$ cat src/rtl/lsu_pkg.sv
// Shared types and encodings for the data-bus load/store unit.
// Holds the FSM state enum, SIZE codes, funct3 access codes and the funct3-to-SIZE mapping.
package lsu_pkg;

    typedef enum logic [1:0] {
        IDLE = 2'd0,
        BUS  = 2'd1,
        DONE = 2'd2
    } lsu_state_t;

    localparam logic [1:0] SZ_BYTE = 2'b11;
    localparam logic [1:0] SZ_HALF = 2'b01;
    localparam logic [1:0] SZ_WORD = 2'b00;

    localparam logic [2:0] F3_B  = 3'b000;
    localparam logic [2:0] F3_H  = 3'b001;
    localparam logic [2:0] F3_W  = 3'b010;
    localparam logic [2:0] F3_BU = 3'b100;
    localparam logic [2:0] F3_HU = 3'b101;

    // Reserved funct3 encodings fall through to a word access.
    function automatic logic [1:0] size_of(input logic [2:0] funct3);
        case (funct3)
            F3_B, F3_BU: size_of = SZ_BYTE;
            F3_H, F3_HU: size_of = SZ_HALF;
            default:     size_of = SZ_WORD;
        endcase
    endfunction

endpackage

$ cat src/rtl/lsu_align.sv
// Combinational lane logic: store replication and misalignment on the request side,
// load lane select and sign/zero extension on the captured-data side.
module lsu_align
    import lsu_pkg::*;
(
    input  logic [1:0]  st_addr_lo,
    input  logic [2:0]  st_funct3,
    input  logic [31:0] st_wdata,
    output logic [1:0]  st_size,
    output logic [31:0] st_data,
    output logic        st_misaligned,
    input  logic [1:0]  ld_addr_lo,
    input  logic [2:0]  ld_funct3,
    input  logic [31:0] ld_data_in,
    output logic [31:0] ld_data
);

    logic [31:0] byte_rep;
    logic [31:0] half_rep;
    logic [7:0]  ld_lanes_b [4];
    logic [15:0] ld_lanes_h [2];
    logic [7:0]  ld_byte;
    logic [15:0] ld_half;
    logic        sign_en;

    genvar gi;
    generate
        for (gi = 0; gi < 4; gi++) begin : g_byte_lanes
            assign byte_rep[8*gi +: 8]  = st_wdata[7:0];
            assign ld_lanes_b[gi]       = ld_data_in[8*gi +: 8];
        end
        for (gi = 0; gi < 2; gi++) begin : g_half_lanes
            assign half_rep[16*gi +: 16] = st_wdata[15:0];
            assign ld_lanes_h[gi]        = ld_data_in[16*gi +: 16];
        end
    endgenerate

    assign st_size = size_of(st_funct3);

    always_comb begin
        st_data       = st_wdata;
        st_misaligned = 1'b0;
        case (st_size)
            SZ_BYTE: st_data = byte_rep;
            SZ_HALF: begin
                st_data       = half_rep;
                st_misaligned = st_addr_lo[0];
            end
            default: st_misaligned = |st_addr_lo;
        endcase
    end

    assign ld_byte = ld_lanes_b[ld_addr_lo];
    assign ld_half = ld_lanes_h[ld_addr_lo[1]];
    // funct3[2] distinguishes the unsigned load variants.
    assign sign_en = ~ld_funct3[2];

    always_comb begin
        ld_data = ld_data_in;
        case (size_of(ld_funct3))
            SZ_BYTE: ld_data = {{24{sign_en & ld_byte[7]}}, ld_byte};
            SZ_HALF: ld_data = {{16{sign_en & ld_half[15]}}, ld_half};
            default: ld_data = ld_data_in;
        endcase
    end

endmodule

$ cat src/rtl/data_bus_lsu.sv
// Load/store unit: latches a core memory request, runs one bus cycle with wait states
// and a timeout, stalls the core meanwhile, and presents extended load data in DONE.
module data_bus_lsu
    import lsu_pkg::*;
#(
    parameter int TIMEOUT_CYCLES = 16
) (
    input  logic        clk,
    input  logic        rst,
    input  logic        req_read,
    input  logic        req_write,
    input  logic [31:0] req_addr,
    input  logic [31:0] req_wdata,
    input  logic [2:0]  req_funct3,
    output logic        stall,
    output logic [31:0] rdata,
    output logic        misaligned,
    output logic        bus_err,
    output logic [31:0] DAD,
    output logic [31:0] ddt_out,
    output logic        ddt_oe,
    input  logic [31:0] ddt_in,
    output logic        MREQ,
    output logic        WRITE,
    output logic [1:0]  SIZE,
    input  logic        ACKD_n
);

    localparam int CNT_W = $clog2(TIMEOUT_CYCLES + 1);
    localparam logic [CNT_W-1:0] CNT_LAST = CNT_W'(TIMEOUT_CYCLES - 1);

    lsu_state_t       state_reg, state_next;
    logic [CNT_W-1:0] cnt_reg;
    logic [31:0]      addr_reg;
    logic [31:0]      dout_reg;
    logic [1:0]       size_reg;
    logic [2:0]       funct3_reg;
    logic             write_reg;
    logic [31:0]      rdata_reg;
    logic             mis_reg;
    logic             err_reg;

    logic        req_any;
    logic        timeout;
    logic [1:0]  st_size;
    logic [31:0] st_data;
    logic        st_mis;
    logic [31:0] ld_data;

    assign req_any = req_read | req_write;
    assign timeout = ACKD_n && (cnt_reg == CNT_LAST);

    lsu_align u_align (
        .st_addr_lo    (req_addr[1:0]),
        .st_funct3     (req_funct3),
        .st_wdata      (req_wdata),
        .st_size       (st_size),
        .st_data       (st_data),
        .st_misaligned (st_mis),
        .ld_addr_lo    (addr_reg[1:0]),
        .ld_funct3     (funct3_reg),
        .ld_data_in    (ddt_in),
        .ld_data       (ld_data)
    );

    always_ff @(posedge clk) begin
        if (rst) state_reg <= IDLE;
        else     state_reg <= state_next;
    end

    always_comb begin
        state_next = state_reg;
        case (state_reg)
            IDLE: if (req_any) state_next = st_mis ? DONE : BUS;
            BUS:  if (!ACKD_n || timeout) state_next = DONE;
            DONE: state_next = IDLE;
            default: state_next = IDLE;
        endcase
    end

    // Request latch, wait-state counter and result registers.
    always_ff @(posedge clk) begin
        if (rst) begin
            cnt_reg    <= '0;
            addr_reg   <= '0;
            dout_reg   <= '0;
            size_reg   <= SZ_WORD;
            funct3_reg <= '0;
            write_reg  <= 1'b0;
            rdata_reg  <= '0;
            mis_reg    <= 1'b0;
            err_reg    <= 1'b0;
        end else begin
            case (state_reg)
                IDLE: begin
                    cnt_reg <= '0;
                    if (req_any) begin
                        addr_reg   <= req_addr;
                        dout_reg   <= st_data;
                        size_reg   <= st_size;
                        funct3_reg <= req_funct3;
                        write_reg  <= req_write;
                        mis_reg    <= st_mis;
                        err_reg    <= 1'b0;
                        rdata_reg  <= '0;
                    end
                end
                BUS: begin
                    cnt_reg <= cnt_reg + CNT_W'(1);
                    if (!ACKD_n) begin
                        rdata_reg <= write_reg ? 32'd0 : ld_data;
                    end else if (timeout) begin
                        err_reg   <= 1'b1;
                        rdata_reg <= '0;
                    end
                end
                DONE: begin
                    cnt_reg   <= '0;
                    rdata_reg <= '0;
                    mis_reg   <= 1'b0;
                    err_reg   <= 1'b0;
                end
                default: cnt_reg <= '0;
            endcase
        end
    end

    // Bus outputs are forced inactive outside BUS; results are only visible in DONE.
    always_comb begin
        stall      = 1'b0;
        MREQ       = 1'b0;
        WRITE      = 1'b0;
        ddt_oe     = 1'b0;
        DAD        = '0;
        SIZE       = SZ_WORD;
        ddt_out    = '0;
        rdata      = '0;
        misaligned = 1'b0;
        bus_err    = 1'b0;
        case (state_reg)
            IDLE: stall = req_any;
            BUS: begin
                stall   = 1'b1;
                MREQ    = 1'b1;
                WRITE   = write_reg;
                ddt_oe  = write_reg;
                DAD     = addr_reg;
                SIZE    = size_reg;
                ddt_out = dout_reg;
            end
            DONE: begin
                rdata      = rdata_reg;
                misaligned = mis_reg;
                bus_err    = err_reg;
            end
            default: stall = 1'b0;
        endcase
    end

endmodule

$ cat config.mk
export PLATFORM = sky130hd
export DESIGN_NAME = data_bus_lsu
export DESIGN_NICKNAME = d
export VERILOG_FILES = /design/src/rtl/lsu_pkg.sv /design/src/rtl/lsu_align.sv /design/src/rtl/data_bus_lsu.sv
export SDC_FILE = /design/constraint.sdc
export NUM_CORES = 1
export LEC_CHECK = 0
export CORE_UTILIZATION = 45
export DETAILED_ROUTE_END_ITERATION = 8
export HOLD_SLACK_MARGIN = 0.06
export MAX_ROUTING_LAYER = met4
export PLACE_DENSITY = 0.92
export SETUP_SLACK_MARGIN = 0.1
export SYNTH_ARGS = -nofsm -noshare
export SYNTH_HDL_FRONTEND = slang
export SYNTH_SLANG_ARGS = --single-unit
$ cat constraint.sdc
create_clock -name clk -period 2.15 [get_ports clk]
set_input_delay 0.43 -clock clk [delete_from_list [all_inputs] [get_ports clk]]
set_output_delay 0.43 -clock clk [all_outputs]
set_load 0.03 [all_outputs]
==> results.yml <==
critical_path:
  path_class: "reg -> out"
  startpoint_type: "flip-flop"
  r2r_end: "rdata_reg[11]$_SDFFE_PP0P_"
  worstReg2RegStart: "state_reg[1]$_SDFFE_PP0P_"
  worstPathArrival_ps: 1650
  crit_path_top_delay_cell: "dfxtp_4"
  cp_data_required_time_ps: 1720
  r2r_setup_slack_ps: 220
  critPathMaxFanout: 6
  reg2reg_depth: 8
  max_stage_delay_ps: 340
  endpoint_kind: "output pin"
  critical_path.cell_chain: "or2b_4 > inv_8 > buf_12 > clkbuf_16 > and2_1 > buf_6"
final_layout:
  nFillCells: 856
  final_nets: 990
  drive_above_1_share: 0.216
  antenna_cells: 0
  final_cell_area_sq_mm: 0.00820
  layout_commonest_cell: "nand2_1"
  layout_common_cells: "nand2_1 (131), dfxtp_1 (109), clkdlybuf4s50_1 (102)"
  area_growth_pct: 49.4
cts:
  clock_tree.root_cell: "clkbuf_16"
  clk_pin_slew_ps: 70
  max-clock-path-buffers: 2
  clkSinkCount: 111
  clkLatencyLatePin_ps: 350
  cts_tree: "built"
  numCtsBuffers: 9
  htree_levels: 3
power_and_ir_drop:
  intPower_mw: 3.63
  clkPwrFrac: 0.296
  leakagePower_nw: 3.43
  power_density_mw_per_mm2: 635
  p_sw_mw: 1.58
  power_frac_comb: 0.263
  irDropWorstVdd_uv: 583
  sw_frac_of_total: 0.304
  p_seq_frac: 0.441
synthesis:
  async_flop_share: 0
  ys_ff_latch: 111
  synthTopCellsByArea: "dfxtp_1 (40%), and2_1 (12%), nand2_1 (9.0%)"
  yosys.area.top_type: "dfxtp_1"
  syn_area_sq_mm: 0.00549
  synth_top_area_frac: 0.405
  seq_area_frac_synth: 0.405
  synth_edf_count: 0
  ys_types: 49
  syn_inst: 690
  synthFlopType: "dfxtp_1"
  syn_nets: 796
  yosysWarnings: 0
  avgSynthCellArea_sq_um: 7.95
sta:
  hold_violations: 0
  fmax_mhz: 481
  setup_viol: 0
  skew_ps: 7.35
  layout_min_cycle_time_ps: 2080
  rsz0062_at_grt: "true"
  fin_tns_setup_ps: 0
  hold_ws_ps: 451
  tightest_slew_ps: 1010
  post-route-period-util: 0.967
  slew-limit-headroom: 0.327
  drv_slew: 0
routing:
  wl_met3_um: 1570
  viasPerCell: 5.45
  drtAntennaViolNets: 0
  drt_pass1_iterations: 5
  drc: 0
  wl_met1_um: 6990
  drt_iter0_markers: 389
  top_layer: "met4"
  num_vias: 5618
  wl_per_cell_um: 17.0
  wl_met2_um: 8500
  routed_wl_um: 17600
placement:
  port_buffers: 207
  hpwl_um: 11800
  globalplace.congestion: 0.872
  post_dp_cell_area_sq_mm: 0.00758
global_route:
  grt-ovfl-total: 0
  grt_max_degree: 65
  grt_pass1_vias: 5382
  antenna_found_initial: 0
  grt_pass1_wl_um: 27100
  grt_usage: 0.280
floorplanning:
  dieWidth_um: 112
  die_area_sq_mm: 0.0126
  row_count: 39
  ioPinCount: 208
  core_area_sq_mm: 0.0117
  die_h_um: 112
  start_util: 0.471
status:
  run_status: "completed"
min_path:
  hold_start: "addr_reg[18]$_SDFFE_PP0P_"
  min_to: "addr_reg[18]$_SDFFE_PP0P_"
  hp-class: "reg -> reg"
  worstHoldPathCells: 2
run:
  cap_violations: 0
-- final cells by class --
cell class / count / area (sq um) / area share
clock inverter: 5 / 36.3 / 0.00442
multi-input combinational: 508 / 3020 / 0.368
sequential: 111 / 2230 / 0.272
timing repair buffer: 243 / 2460 / 0.300
inverter: 11 / 48.8 / 0.00595
tap: 143 / 179 / 0.0218
clock buffer: 10 / 229 / 0.0279
-- cell usage after synthesis, drive strengths merged (3+ instances only) --
cell type,number
nand2,131
dfxtp,111
and2,101
a21oi,82
clkbuf,40
nor2,35
o21ai,25
buf,20
mux2i,20
nand2b,16
o2bb2ai,16
inv,10
a211oi,8
a311oi,8
nor3,8
a32o,7
a32oi,7
mux2,7
o2111ai,7
nor2b,3
-- through the flow --
stage               instances  power [mW]  worst slack [ps]  utilization
floorplan                 690        3.05               158            -
global placement         1006        3.57              92.4        0.650
detailed placement       1006        3.60              26.4        0.650
CTS                      1025        5.17              80.7        0.684
global route             1031        5.47              41.9        0.703
finish                   1031        5.21              71.0        0.703
-- critical path, delay by kind of cell, from the launching register on --
family / cells / cell delay (ps)
flops: 1 / 340
simple gates: 2 / 440
buf+inv: 4 / 520
-- what timing repair did --
action,in CTS,in global routing
pin swaps,0,3
setup endpoints to repair,91,55
resized for setup,21,45
gates cloned,1,3
hold endpoints to repair,0,0
hold buffers,0,0
buffers inserted,3,3
-- power by group through the flow --
stage	Combinational (mW)	Sequential (mW)	Clock, mW
2_1_floorplan	0.749	2.30	0
3_3_place_gp	1.23	2.33	0
3_5_place_dp	1.26	2.34	0
4_1_cts	1.31	2.29	1.57
5_1_grt	1.49	2.32	1.66
6_report	1.37	2.30	1.54
-- cell families after synthesis --
group | count (synthesis) | synth area share
AO/OA/AOI/OAI | 173 | 0.205
XOR/XNOR | 2 | 0.00319
adder cells (fa/ha/maj) | 2 | 0.00456
buffers and inverters | 71 | 0.0570
flip-flops | 111 | 0.405
multiplexers | 27 | 0.0508
AND/OR/NAND/NOR | 304 | 0.275
-- metal layers --
layer,GRT usage,vias up
met5,-,-
met4,0.122,0
met3,0.0864,37
met2,0.448,271
met1,0.325,2579
li1,-,2731
-- how the worst max path moves through the flow --
stage / from / end / slack [ps] / cells after the start
floorplan: state_reg[1]$_SDFFE_PP0P_ / DAD[22] / 160 / 5
global placement: req_write / addr_reg[25]$_SDFFE_PP0P_ / 90 / 7
detailed placement: req_write / addr_reg[29]$_SDFFE_PP0P_ / 30 / 7
CTS: state_reg[1]$_SDFFE_PP0P_ / ddt_out[3] / 80 / 5
global route: state_reg[1]$_SDFFE_PP0P_ / DAD[18] / 40 / 6
finish: state_reg[1]$_SDFFE_PP0P_ / DAD[18] / 70 / 6
Power figures use the tool's default switching activity.
